==> src/rtl/mmio_uart_tx.sv <==
// mmio_uart_tx: memory-mapped 8N1 UART transmitter with byte FIFO and status register.
// TXDATA at BASE_ADDR+0, STATUS at BASE_ADDR+4.
// Define UART_TX_PARITY_EN to add an even-parity bit between data and stop.
module mmio_uart_tx #(
  parameter logic [31:0] BASE_ADDR    = 32'h0000_1000,
  parameter int          CLKS_PER_BIT = 16,
  parameter int          FIFO_DEPTH   = 4
) (
  input  logic        clk,
  input  logic        reset,
  input  logic        we,
  input  logic [31:0] a,
  input  logic [31:0] wd,
  output logic [31:0] rd,
  output logic        sel,
  output logic        txd
);
  localparam int AW = $clog2(FIFO_DEPTH);
  localparam int CW = AW + 1;
  localparam logic [15:0] BAUD_MAX = 16'(CLKS_PER_BIT - 1);
`ifdef UART_TX_PARITY_EN
  localparam logic PAR_EN = 1'b1;
`else
  localparam logic PAR_EN = 1'b0;
`endif
  typedef enum logic [2:0] {S_IDLE, S_START, S_DATA, S_PARITY, S_STOP} state_t;
  state_t          r_state, w_state_n;
  logic [15:0]     r_baud, w_baud_n;
  logic [2:0]      r_bit, w_bit_n;
  logic [7:0]      r_data;
  logic            r_txd, w_txd_n;
  logic [7:0]      r_mem [FIFO_DEPTH];
  logic [AW-1:0]   r_wp, r_rp;
  logic [CW-1:0]   r_cnt;
  logic            r_ovf;
  logic            w_hit_tx, w_hit_st, w_full, w_empty, w_push, w_pop, w_tick;
  logic            w_unused;
  assign w_hit_tx = a[31:2] == BASE_ADDR[31:2];
  assign w_hit_st = a[31:2] == BASE_ADDR[31:2] + 30'd1;
  assign sel      = w_hit_tx | w_hit_st;
  assign w_full   = r_cnt == CW'(FIFO_DEPTH);
  assign w_empty  = r_cnt == '0;
  assign w_push   = we & w_hit_tx & ~w_full;
  assign w_tick   = r_baud == BAUD_MAX;
  assign txd      = r_txd;
  assign rd       = w_hit_st ? {23'd0, PAR_EN, 4'(r_cnt), r_ovf, w_empty, w_full, r_state != S_IDLE} : 32'd0;
  assign w_unused = &{1'b0, a[1:0], wd[31:8]};
  // state register
  always_ff @(posedge clk or posedge reset)
    if (reset) r_state <= S_IDLE;
    else r_state <= w_state_n;
  // next state, baud/bit counters and FIFO pop; a pop happens only on frame start
  always_comb begin
    w_state_n = r_state;
    w_baud_n  = w_tick ? 16'd0 : r_baud + 16'd1;
    w_bit_n   = r_bit;
    w_pop     = 1'b0;
    case (r_state)
      S_IDLE: begin
        w_baud_n = 16'd0;
        if (!w_empty) begin
          w_pop     = 1'b1;
          w_state_n = S_START;
        end
      end
      S_START: if (w_tick) begin
        w_state_n = S_DATA;
        w_bit_n   = 3'd0;
      end
      S_DATA: if (w_tick) begin
        w_bit_n = r_bit + 3'd1;
`ifdef UART_TX_PARITY_EN
        if (r_bit == 3'd7) w_state_n = S_PARITY;
`else
        if (r_bit == 3'd7) w_state_n = S_STOP;
`endif
      end
      S_PARITY: if (w_tick) w_state_n = S_STOP;
      S_STOP: if (w_tick) begin
        w_pop     = !w_empty;
        w_state_n = w_empty ? S_IDLE : S_START;
      end
      default: w_state_n = S_IDLE;
    endcase
  end
  // line level for the state being entered, so txd comes straight from a flop
  always_comb begin
    w_txd_n = (w_state_n == S_DATA) ? r_data[w_bit_n] : (w_state_n == S_PARITY) ? ^r_data : (w_state_n != S_START);
  end
  // serialiser datapath
  always_ff @(posedge clk or posedge reset)
    if (reset) begin
      r_baud <= '0;
      r_bit  <= '0;
      r_data <= '0;
      r_txd  <= 1'b1;
    end else begin
      r_baud <= w_baud_n;
      r_bit  <= w_bit_n;
      r_txd  <= w_txd_n;
      if (w_pop) r_data <= r_mem[r_rp];
    end
  // FIFO pointers and occupancy
  always_ff @(posedge clk or posedge reset)
    if (reset) begin
      r_wp  <= '0;
      r_rp  <= '0;
      r_cnt <= '0;
    end else begin
      if (w_push) r_wp <= r_wp + AW'(1);
      if (w_pop) r_rp <= r_rp + AW'(1);
      r_cnt <= r_cnt + CW'(w_push) - CW'(w_pop);
    end
  // FIFO storage
  always_ff @(posedge clk)
    if (w_push) r_mem[r_wp] <= wd[7:0];
  // sticky overflow: set by a TXDATA write while full, cleared by any STATUS write
  always_ff @(posedge clk or posedge reset)
    if (reset) r_ovf <= 1'b0;
    else if (we & w_hit_st) r_ovf <= 1'b0;
    else if (we & w_hit_tx & w_full) r_ovf <= 1'b1;
endmodule

==> config.mk <==
export PLATFORM = sky130hd
export DESIGN_NAME = mmio_uart_tx
export DESIGN_NICKNAME = d
export VERILOG_FILES = /design/src/rtl/mmio_uart_tx.sv
export SDC_FILE = /design/constraint.sdc
export NUM_CORES = 1
export LEC_CHECK = 0
export ABC_AREA = 1
export BUFFER_PORTS_ARGS = -buffer_cell sky130_fd_sc_hd__buf_2
export CAP_MARGIN = 40
export CORE_UTILIZATION = 53
export CTS_CLUSTER_SIZE = 25
export DETAILED_ROUTE_END_ITERATION = 16
export PLACE_DENSITY = 0.8
export SYNTH_ARGS = -nofsm -noshare
export SYNTH_HDL_FRONTEND = slang
export SYNTH_SLANG_ARGS = --single-unit
==> constraint.sdc <==
create_clock -name clk -period 2.68 [get_ports clk]
set_input_delay 0 -clock clk [delete_from_list [all_inputs] [get_ports clk]]
set_output_delay 0 -clock clk [all_outputs]
set_load 0.005 [all_outputs]
==> impl_metrics.yaml, run 1 <==
worst_setup_path:
  r2r_slack_ns: 0.21
  cp.arrival_ns: 2.74
  end_kind: "flop"
  crit_fanout: 18
  critPathLaunchType: "flop"
  worstPathRequired_ns: 2.95
  path_class: "flop to flop"
logic_synthesis:
  yosys_warnings: 0
  synth-compound-area-share_pct: 5.17
  ys_seq_area_share_pct: 50.4
  syn_avg_cell_area_sq_um: 8.80
  synth_xor_area_share_pct: 3.64
  synthSimpleGateAreaFrac_pct: 26.1
  muxShareOfSynthArea_pct: 0
  ys_ff_latch: 71
  synthAdderAreaFrac_pct: 3.77
  synth_top_family_by_area: "simple AND/OR/NAND/NOR gates"
  syn_area_sq_um: 3850
  ys_types: 36
  synthCells: 437
clock_tree:
  root_buffer: "clkbuf_8"
  clk_pin_slew_ns: 0.07
  postCtsSetupBuffers: 0
  htreeDepth: 3
  clock_sinks: 71
  insertion_delay_ns: 0.35
  cts_tree: "yes"
  clock_path_buffers: 2
  cts_buffers: 9
place:
  place.gp.congestion: 0.817
  numPortBuffers: 49
  dpl.hpwl_mm: 5.29
  place_area_sq_um: 4130
routing:
  vias: 2951
  ant_nets: 0
  drtPass1Iterations: 4
  wl_met2_mm: 4.13
  routed.top_layer: "met4"
  m1WireLength_mm: 3.06
  drt-total-wl_mm: 7.49
  wl_met3_um: 212
  vias_per_cell: 4.85
  drc: 0
  drt_iter0_markers: 141
  avgRoutedWirePerCell_um: 12.3
die:
  io_pins: 101
  rows: 30
  die_area_sq_um: 7600
  start_util_pct: 55.7
  die_h_um: 87.2
  fp.coreArea_sq_um: 6910
  die_w_um: 87.2
outcome:
  status: "finished, final reports clean"
timing:
  fin_skew_ns: 0.00843
  hold_viol: 0
  period_needed_ns: 2.47
  timing.fmax_mhz: 405
  max_slew_margin_pct: 60.2
  period_share_pct: 92.1
  final.setup.tns_ns: 0
  rsz0062_at_grt: "false"
  setup_viol: 0
  drv_slew: 0
  worst_pin_slew_ns: 0.596
layout:
  drive_above_1_share_pct: 18.6
  syn_to_final_growth_pct: 14.8
  fin_area_sq_um: 4420
  fill_cells: 563
  final_nets: 585
  antenna_cells: 0
global_routing:
  grt_pass1_wl_mm: 12.3
  track_usage_pct: 21.4
  grt_pass1_vias: 2863
  antenna_found_initial: 0
  gr-total-overflow: 0
  grt_max_degree: 40
hold_path:
  min_path_type: "input pin to flop"
power:
  peakVddDrop_mv: 0.502
  p_per_area_nw_per_um2: 449
  power.leakage_nw: 2.03
flow_run:
  maxCapViolations: 0
-- final cells by class --
cell class / instances / area [sq um] / area share (%)
clock buffer: 9 / 124 / 2.80
clock inverter: 7 / 47.5 / 1.08
inverter: 53 / 204 / 4.62
multi-input combinational: 307 / 1590 / 36.1
sequential: 71 / 1940 / 43.9
tap: 96 / 120 / 2.72
timing repair buffer: 65 / 390 / 8.84
-- logic make-up (layout without fill, tap and decap cells) --
family,after synthesis,count (layout)
xor+xnor,16,16
flops,71,71
simple gates,218,218
other cells,1,25
fa+ha+maj,11,11
buf+inv,83,134
compound gates,37,37
-- flip-flops by register name (all words and copies together) (netlist names), 2 cells and up --
signal,flops
r_mem,32
r_baud,16
r_data,8
r_bit,3
r_cnt,3
r_state,3
r_rp,2
r_wp,2
-- per-layer routing --
layer / vias up / track usage (%)
li1: 1523 / -
met1: 1366 / 23.3
met2: 53 / 40.9
met3: 9 / 4.64
met4: 0 / 7.30
met5: - / 0
-- final timing paths --
| check | from | end | cells past startpoint |
|---|---|---|---|
| max | r_baud[0] | r_cnt[2] | 13 |
| min | a[2] | r_ovf | 4 |
| max reg2reg | r_baud[0] | r_cnt[2] | 13 |
| min reg2reg | r_baud[0] | r_baud[0] | 1 |
| max in group asynchronous | reset | txd | 4 |
| min in group asynchronous | reset | r_cnt[0] | 4 |
-- critical path, stage by stage, from the launching register on --
cell and delay, ns:
dfrtp_1 0.41, ha_2 0.22, nand3_4 0.12, nor2_2 0.06, nand2_2 0.09, nand2_1 0.07
nand2_2 0.11, inv_6 0.08, ha_1 0.27, inv_1 0.04, ha_1 0.18, fa_1 0.38
xnor2_1 0.17, xor2_1 0.17
-- cells in the final DEF (no fill, tap or decap), drive strengths merged, types with 2 or more instances in the layout --
cell type    synthesis  final
nand3               20     20
edfxtp              32     32
nor3                13     13
clkbuf               3      9
nor2               106    106
dfrtp               38     38
dlygate4sd3          0     10
inv                 53     55
ha                  10     10
clkinv               0      2
nand2               53     53
clkinvlp             0      3
xor2                 8      8
or2                  2      2
a21oi                4      4
nor4                 6      6
xnor2                8      8
conb                 1     25
buf                 27     55
a31oi                8      8
o21ai               24     24
nand4               15     15
-- through the flow --
stage               instances  setup slack (ns)  utilization [%]  total power [mW]  hold WS (ns)
finish                    608             0.213             63.9              1.98        0.0919
global route              608            0.0192             63.9              2.06        0.0958
CTS                       608             0.123             63.8              2.00        0.0736
detailed placement        582             0.149             59.8              1.23         0.155
global placement          582             0.241             59.8              1.23         0.148
floorplan                 461             0.245                -              1.21        0.0989
-- cell usage after synthesis --
cell | count | area share (%)
clkbuf_1 | 3 | 0.29
buf_6 | 1 | 0.29
nor3b_1 | 1 | 0.20
buf_2 | 1 | 0.13
edfxtp_1 | 32 | 25
or2_1 | 1 | 0.16
inv_2 | 3 | 0.29
dfstp_2 | 1 | 0.68
or2_2 | 1 | 0.16
and3_1 | 1 | 0.16
xor2_1 | 8 | 1.8
o21ai_0 | 24 | 3.1
dfrtp_1 | 38 | 25
inv_4 | 1 | 0.16
nand3_1 | 16 | 2.1
and2_1 | 1 | 0.16
fa_1 | 1 | 0.52
nor3_2 | 3 | 0.78
nor4_1 | 6 | 0.98
nand4_1 | 15 | 2.4
a21oi_1 | 4 | 0.52
ha_1 | 10 | 3.3
nand2_1 | 46 | 4.5
o221ai_1 | 1 | 0.23
nor3_1 | 9 | 1.2
conb_1 | 1 | 0.097
nand3_2 | 4 | 1.0
buf_4 | 25 | 4.9
nand2_2 | 7 | 1.1
a31oi_1 | 8 | 1.3
nor2_1 | 102 | 10
nor2_4 | 1 | 0.29
nor2_2 | 3 | 0.49
nor3_4 | 1 | 0.42
inv_1 | 49 | 4.8
xnor2_1 | 8 | 1.8
-- timing repair --
| item | 4_1_cts | 5_1_grt |
|---|---|---|
| resized for setup | 0 | 3 |
| hold endpoints to repair | 71 | 0 |
| endpoints found under the setup margin | 0 | 1 |
| hold buffers | 10 | 0 |
-- power by group --
part | internal [mW] | leakage, nW | switching [mW] | total (mW)
registers | 1.14 | 0.775 | 0.0000000732 | 1.14
clock network | 0.335 | 0.0773 | 0.429 | 0.764
logic | 0.0367 | 1.18 | 0.0460 | 0.0826
total | 1.51 | 2.03 | 0.475 | 1.98
Power figures use the tool's default switching activity.
==> inputs of run 2 (changes only) <==
==> config.mk (replaced) <==
export PLATFORM = sky130hd
export DESIGN_NAME = mmio_uart_tx
export DESIGN_NICKNAME = d
export VERILOG_FILES = /design/src/rtl/mmio_uart_tx.sv
export SDC_FILE = /design/constraint.sdc
export NUM_CORES = 1
export LEC_CHECK = 0
export BUFFER_PORTS_ARGS = -buffer_cell sky130_fd_sc_hd__buf_2
export CAP_MARGIN = 40
export CORE_UTILIZATION = 56
export CTS_CLUSTER_SIZE = 20
export DETAILED_ROUTE_END_ITERATION = 16
export PLACE_DENSITY = 0.85
export SYNTH_ARGS = -nofsm -noshare
export SYNTH_HDL_FRONTEND = slang
export SYNTH_SLANG_ARGS = --single-unit
==> constraint.sdc (replaced) <==
create_clock -name clk -period 3.02 [get_ports clk]
set_input_delay 0 -clock clk [delete_from_list [all_inputs] [get_ports clk]]
set_output_delay 0 -clock clk [all_outputs]
set_load 0.005 [all_outputs]
==> impl_metrics.yaml, run 2 <==
routing:
  vias_per_cell: 5.25
  drt_iter0_markers: 78
  vias: 2205
  ant_nets: 0
  drt-total-wl_mm: 6.04
  avgRoutedWirePerCell_um: 14.4
  drc: 0
  drtPass1Iterations: 4
clock_tree:
  htreeDepth: 3
  root_buffer: "clkbuf_8"
  postCtsSetupBuffers: 0
  insertion_delay_ns: 0.34
  cts_buffers: 9
  ctsResizeCount: 0
  clock_path_buffers: 2
  cts_tree: "yes"
  holdBufCountCts: 11
  clk_pin_slew_ns: 0.08
  clock_sinks: 71
timing:
  max_slew_margin_pct: 64.3
  period_share_pct: 86.9
  final.setup.tns_ns: 0
  worst_pin_slew_ns: 0.535
  drv_slew: 0
  setup_ws_ns: 0.396
  timing.fmax_mhz: 381
  period_needed_ns: 2.62
  rsz0062_at_grt: "false"
  setup_viol: 0
  fin_skew_ns: 0.00519
  hold_viol: 0
layout:
  final_common_cell: "buf_2"
  antenna_cells: 0
  final_util_pct: 67.9
  fill_cells: 422
  drive_above_1_share_pct: 27.2
  largest_register_ffs: 32
  final_cell_mix: "buf_2, dfrtp_1, edfxtp_1"
  top_register: "r_mem"
  reg.largest.list: "r_mem (32), r_baud (16), r_data (8)"
  syn_to_final_growth_pct: 15.8
  final_nets: 418
  layoutNonFillerInstCount: 420
global_routing:
  gr-total-overflow: 0
  grtUsageMet2_pct: 37.1
  track_usage_pct: 20.2
  grtUsageMet1_pct: 21.7
  grt_pass1_vias: 2179
  grt_max_degree: 40
  gr-max-usage-layer: "met2"
  antenna_found_initial: 0
  grt_pass1_wl_mm: 9.68
  grt_util_met3_pct: 5.73
die:
  fp.coreArea_sq_um: 5960
  start_util_pct: 58.6
  die_area_sq_um: 6550
  die_w_um: 81.0
  die_h_um: 81.0
  rows: 28
  io_pins: 101
worst_setup_path:
  critPathLaunchType: "flop"
  path_class: "flop to flop"
  cp.arrival_ns: 2.89
  crit_family: "compound AO/OA/AOI/OAI gates"
  crit_fanout: 5
  cp-startpoint: "r_baud[0]"
  worstPathRequired_ns: 3.29
  end_kind: "flop"
  cp.buffers_inverters: 0
  crit_cells: 9
  max_stage_delay_ns: 0.47
  critPathMostFrequentCell: "ha_1"
  r2r-start: "r_baud[0]"
  r2r_cells: 9
  crit_slowest_cell: "mux4_2"
  path_cells: "ha_1 > and3_1 > nand4_1 > ha_1 > o32a_1 > o221a_2 > mux2i_1 > mux4_2 > a31oi_1"
place:
  pre_cts_ws_ns: 0.326
  dpl.hpwl_mm: 4.20
  dp_cells: 393
  numPortBuffers: 49
  place.gp.congestion: 0.740
logic_synthesis:
  syn_area_sq_um: 3490
  synth-main-ff-cell: "dfrtp_1"
  ys_ff_latch: 71
  synth_edf_count: 32
  synth.top_cells.by_area: "edfxtp_1, dfrtp_1, mux4_2, buf_4, xnor2_1"
  yosysMostFrequentCell: "dfrtp_1"
  syn_avg_cell_area_sq_um: 12.7
  synthCells: 274
  netlist.area_leader.share_pct: 27.5
  yosys_warnings: 0
  ys_seq_area_share_pct: 55.5
  synth_common_cells: "dfrtp_1, edfxtp_1, nor2_1"
  yosys.area.top_type: "edfxtp_1"
  async_flop_share_pct: 54.9
  ys_types: 42
hold_path:
  worst_hold_startpoint: "we"
  min_path_cells: 4
  min_path_type: "input pin to flop"
flow_run:
  maxCapViolations: 0
power:
  total_power_mw: 1.84
  p_per_area_nw_per_um2: 455
  power.leakage_nw: 1.74
  peakVddDrop_mv: 0.464
outcome:
  status: "finished, final reports clean"
==> run 2: changes by cell type in the layout (fill, tap and decap cells not counted), sizes merged, moves of 5 or more <==
cell	before	now
nor3	13	1
a31oi	8	2
xnor2	8	15
o21ai	24	2
nand3	20	7
mux2	0	9
nand2	53	10
inv	55	13
mux4	0	9
and3	1	9
and2	1	6
nor2	106	26
nand4	15	3
==> run 2: worst paths after layout <==
kind / to / slack [ns]
worst min register to register: r_baud[0] / 0.51
worst max-delay path: txd / 0.40
worst min-delay path: r_wp[0] / 0.28
min in group asynchronous: r_baud[1] / 0.32
max in group asynchronous: txd / 2.33
worst max register to register: txd / 0.40
==> run 2: area by class of cell <==
cell class	instances	area (sq um)	share of cell area, %
inverter	10	37.5	0.929
multi-input combinational	183	1380	34.0
clock inverter	7	80.1	1.98
clock buffer	9	124	3.06
sequential	71	1940	47.9
tap	75	93.8	2.32
timing repair buffer	65	393	9.72
==> run 2: per-stage QoR <==
stage	hold slack, ns	cell area (sq um)
6_report	0.279	4040
3_5_place_dp	0.154	3730
4_1_cts	0.260	4040
5_1_grt	0.307	4040
3_3_place_gp	0.140	3730
2_1_floorplan	0.0857	3580
==> run 2: power by group <==
group          switching (mW)  internal, mW
Combinational          0.0327        0.0290
Clock                   0.378         0.392
Sequential       0.0000000691          1.01
==> run 2: layer usage <==
metal | up-vias | routed length, um | part of all wire [%]
met3 | 13 | 217 | 3.6
met4 | 0 | 99 | 1.6
met5 | - | 0 | 0
met1 | 1085 | 2500 | 41
met2 | 49 | 3220 | 53
li1 | 1058 | - | -
==> run 2: cell families (layout without fill, tap and decap cells) <==
logic type	Yosys count	after routing	synth area share, %
and+or+nand+nor	80	80	12.3
DFF	71	71	55.5
buffers and inverters	44	91	7.63
xor gates and xnor gates	26	26	6.52
muxes	22	22	9.86
AOI/OAI and AO/OA	19	19	3.87
adders and majority gates	11	11	4.16
other	1	25	0.107
==> run 2: tightest hold or removal path, cell delays in order <==
cell and delay (ns):
buf_2 0.10, and2_1 0.15, nor3b_2 0.20, xnor2_1 0.13
==> inputs of run 3 (changes only) <==
==> constraint.sdc (replaced) <==
create_clock -name clk -period 3.02 [get_ports clk]
set_input_delay 0.453 -clock clk [delete_from_list [all_inputs] [get_ports clk]]
set_output_delay 0.453 -clock clk [all_outputs]
set_load 0.005 [all_outputs]
==> impl_metrics.yaml, run 3 (same netlist as run 2, synthesis figures left out) <==
timing:
  period_share_pct: 87.3
  hold_ws_ns: 0.205
  period_needed_ns: 2.64
  hold_viol: 0
  final.setup.tns_ns: 0
  timing.fmax_mhz: 379
  worst_pin_slew_ns: 0.544
  drv_slew: 0
  rsz0062_at_grt: "false"
  fin_skew_ns: 0.00559
  max_slew_margin_pct: 63.8
  setup_viol: 0
worst_setup_path:
  worstPathRequired_ns: 3.30
  r2r_slack_ns: 0.38
  r2r-end: "txd"
  cp-startpoint: "r_baud[0]"
  critPathLaunchType: "flop"
  r2r_cells: 9
  crit_fanout: 5
  path_class: "flop to flop"
  r2r-start: "r_baud[0]"
  end_kind: "flop"
  cp.arrival_ns: 2.91
  cp-endpoint: "txd"
layout:
  top_register: "r_mem"
  seq_area_sq_um: 1940
  fill_cells: 436
  largest_register_ffs: 32
  final_cell_mix: "buf_2, dfrtp_1, edfxtp_1"
  multi_input_area_sq_um: 1380
  final_common_cell: "buf_2"
  final_nets: 408
  syn_to_final_growth_pct: 13.5
  drive_above_1_share_pct: 28.4
  final_util_pct: 66.6
  reg.largest.list: "r_mem (32), r_baud (16), r_data (8)"
  antenna_cells: 0
hold_path:
  min_path_type: "input pin to async pin"
global_routing:
  grt_max_degree: 40
  grt_pass1_wl_mm: 9.77
  track_usage_pct: 20.2
  grt_pass1_vias: 2157
  antenna_found_initial: 0
  gr-total-overflow: 0
die:
  start_util_pct: 58.6
  die_h_um: 81.0
  die_w_um: 81.0
  rows: 28
  io_pins: 101
  fp.coreArea_sq_um: 5960
  die_area_sq_um: 6550
power:
  power.leakage_nw: 1.71
  p_per_area_nw_per_um2: 484
  total_power_mw: 1.92
  peakVddDrop_mv: 0.559
clock_tree:
  holdBufCountCts: 0
  clock_sinks: 71
  clock_path_buffers: 2
  cts_buffers: 9
  cts_tree: "yes"
  htreeDepth: 3
  insertion_delay_ns: 0.35
  root_buffer: "clkbuf_8"
  ctsResizeCount: 0
  clk_pin_slew_ns: 0.08
  postCtsSetupBuffers: 0
routing:
  drt_iter0_markers: 123
  avgRoutedWirePerCell_um: 14.2
  ant_nets: 0
  drc: 0
  drtPass1Iterations: 4
  vias: 2141
  vias_per_cell: 5.22
  drt-total-wl_mm: 5.82
place:
  numPortBuffers: 49
  dpl.hpwl_mm: 4.17
  place.gp.congestion: 0.736
outcome:
  status: "finished, final reports clean"
flow_run:
  maxCapViolations: 0
==> run 3: power breakdown <==
group          total, mW  internal [mW]  switching [mW]
Sequential          1.01           1.01    0.0000000781
Combinational     0.0497         0.0205          0.0291
Clock              0.861          0.476           0.385
==> run 3: final cells by class <==
class,count,area share (%)
inverters,10,0.947
flip-flops and latches,71,48.9
well taps,75,2.37
clock buffers,9,3.13
clock inverters,7,2.62
multi-input cells,183,34.7
repair buffers,55,7.32
==> run 3: worst min-delay path by stage <==
stage / startpoint / to / slack (ns) / cells past startpoint
after floorplan: r_baud[0] / r_baud[0] / 0.47 / 1
after global placement: r_baud[0] / r_baud[0] / 0.49 / 1
after detailed placement: r_baud[0] / r_baud[0] / 0.50 / 1
after CTS: reset / r_baud[9] / 0.22 / 3
after global routing: reset / r_baud[1] / 0.27 / 3
final: reset / r_baud[2] / 0.20 / 3
==> run 3: metrics by stage <==
| stage | worst slack, ns | std cells | cell area, sq um |
|---|---|---|---|
| floorplan | 0.102 | 298 | 3580 |
| global placement | 0.225 | 394 | 3740 |
| detailed placement | 0.181 | 394 | 3740 |
| CTS | 0.384 | 410 | 3960 |
| global route | 0.218 | 410 | 3960 |
| finish | 0.383 | 410 | 3960 |
==> run 3: worst max-delay path, cell delays in order, from the launching register on <==
cell	delay, ns
dfrtp_1	0.42
ha_1	0.23
and3_1	0.22
nand4_1	0.15
ha_1	0.31
a31oi_1	0.18
o221a_2	0.32
mux2i_1	0.11
mux4_2	0.46
a31oi_1	0.18
==> run 3: routing by layer <==
layer	global-route usage [%]	vias to the layer above	share of wire (%)
met5	0	-	0
met4	8.04	0	1.3
met3	4.38	9	3.2
met2	37.2	48	54
met1	22.6	1050	41
li1	-	1034	-
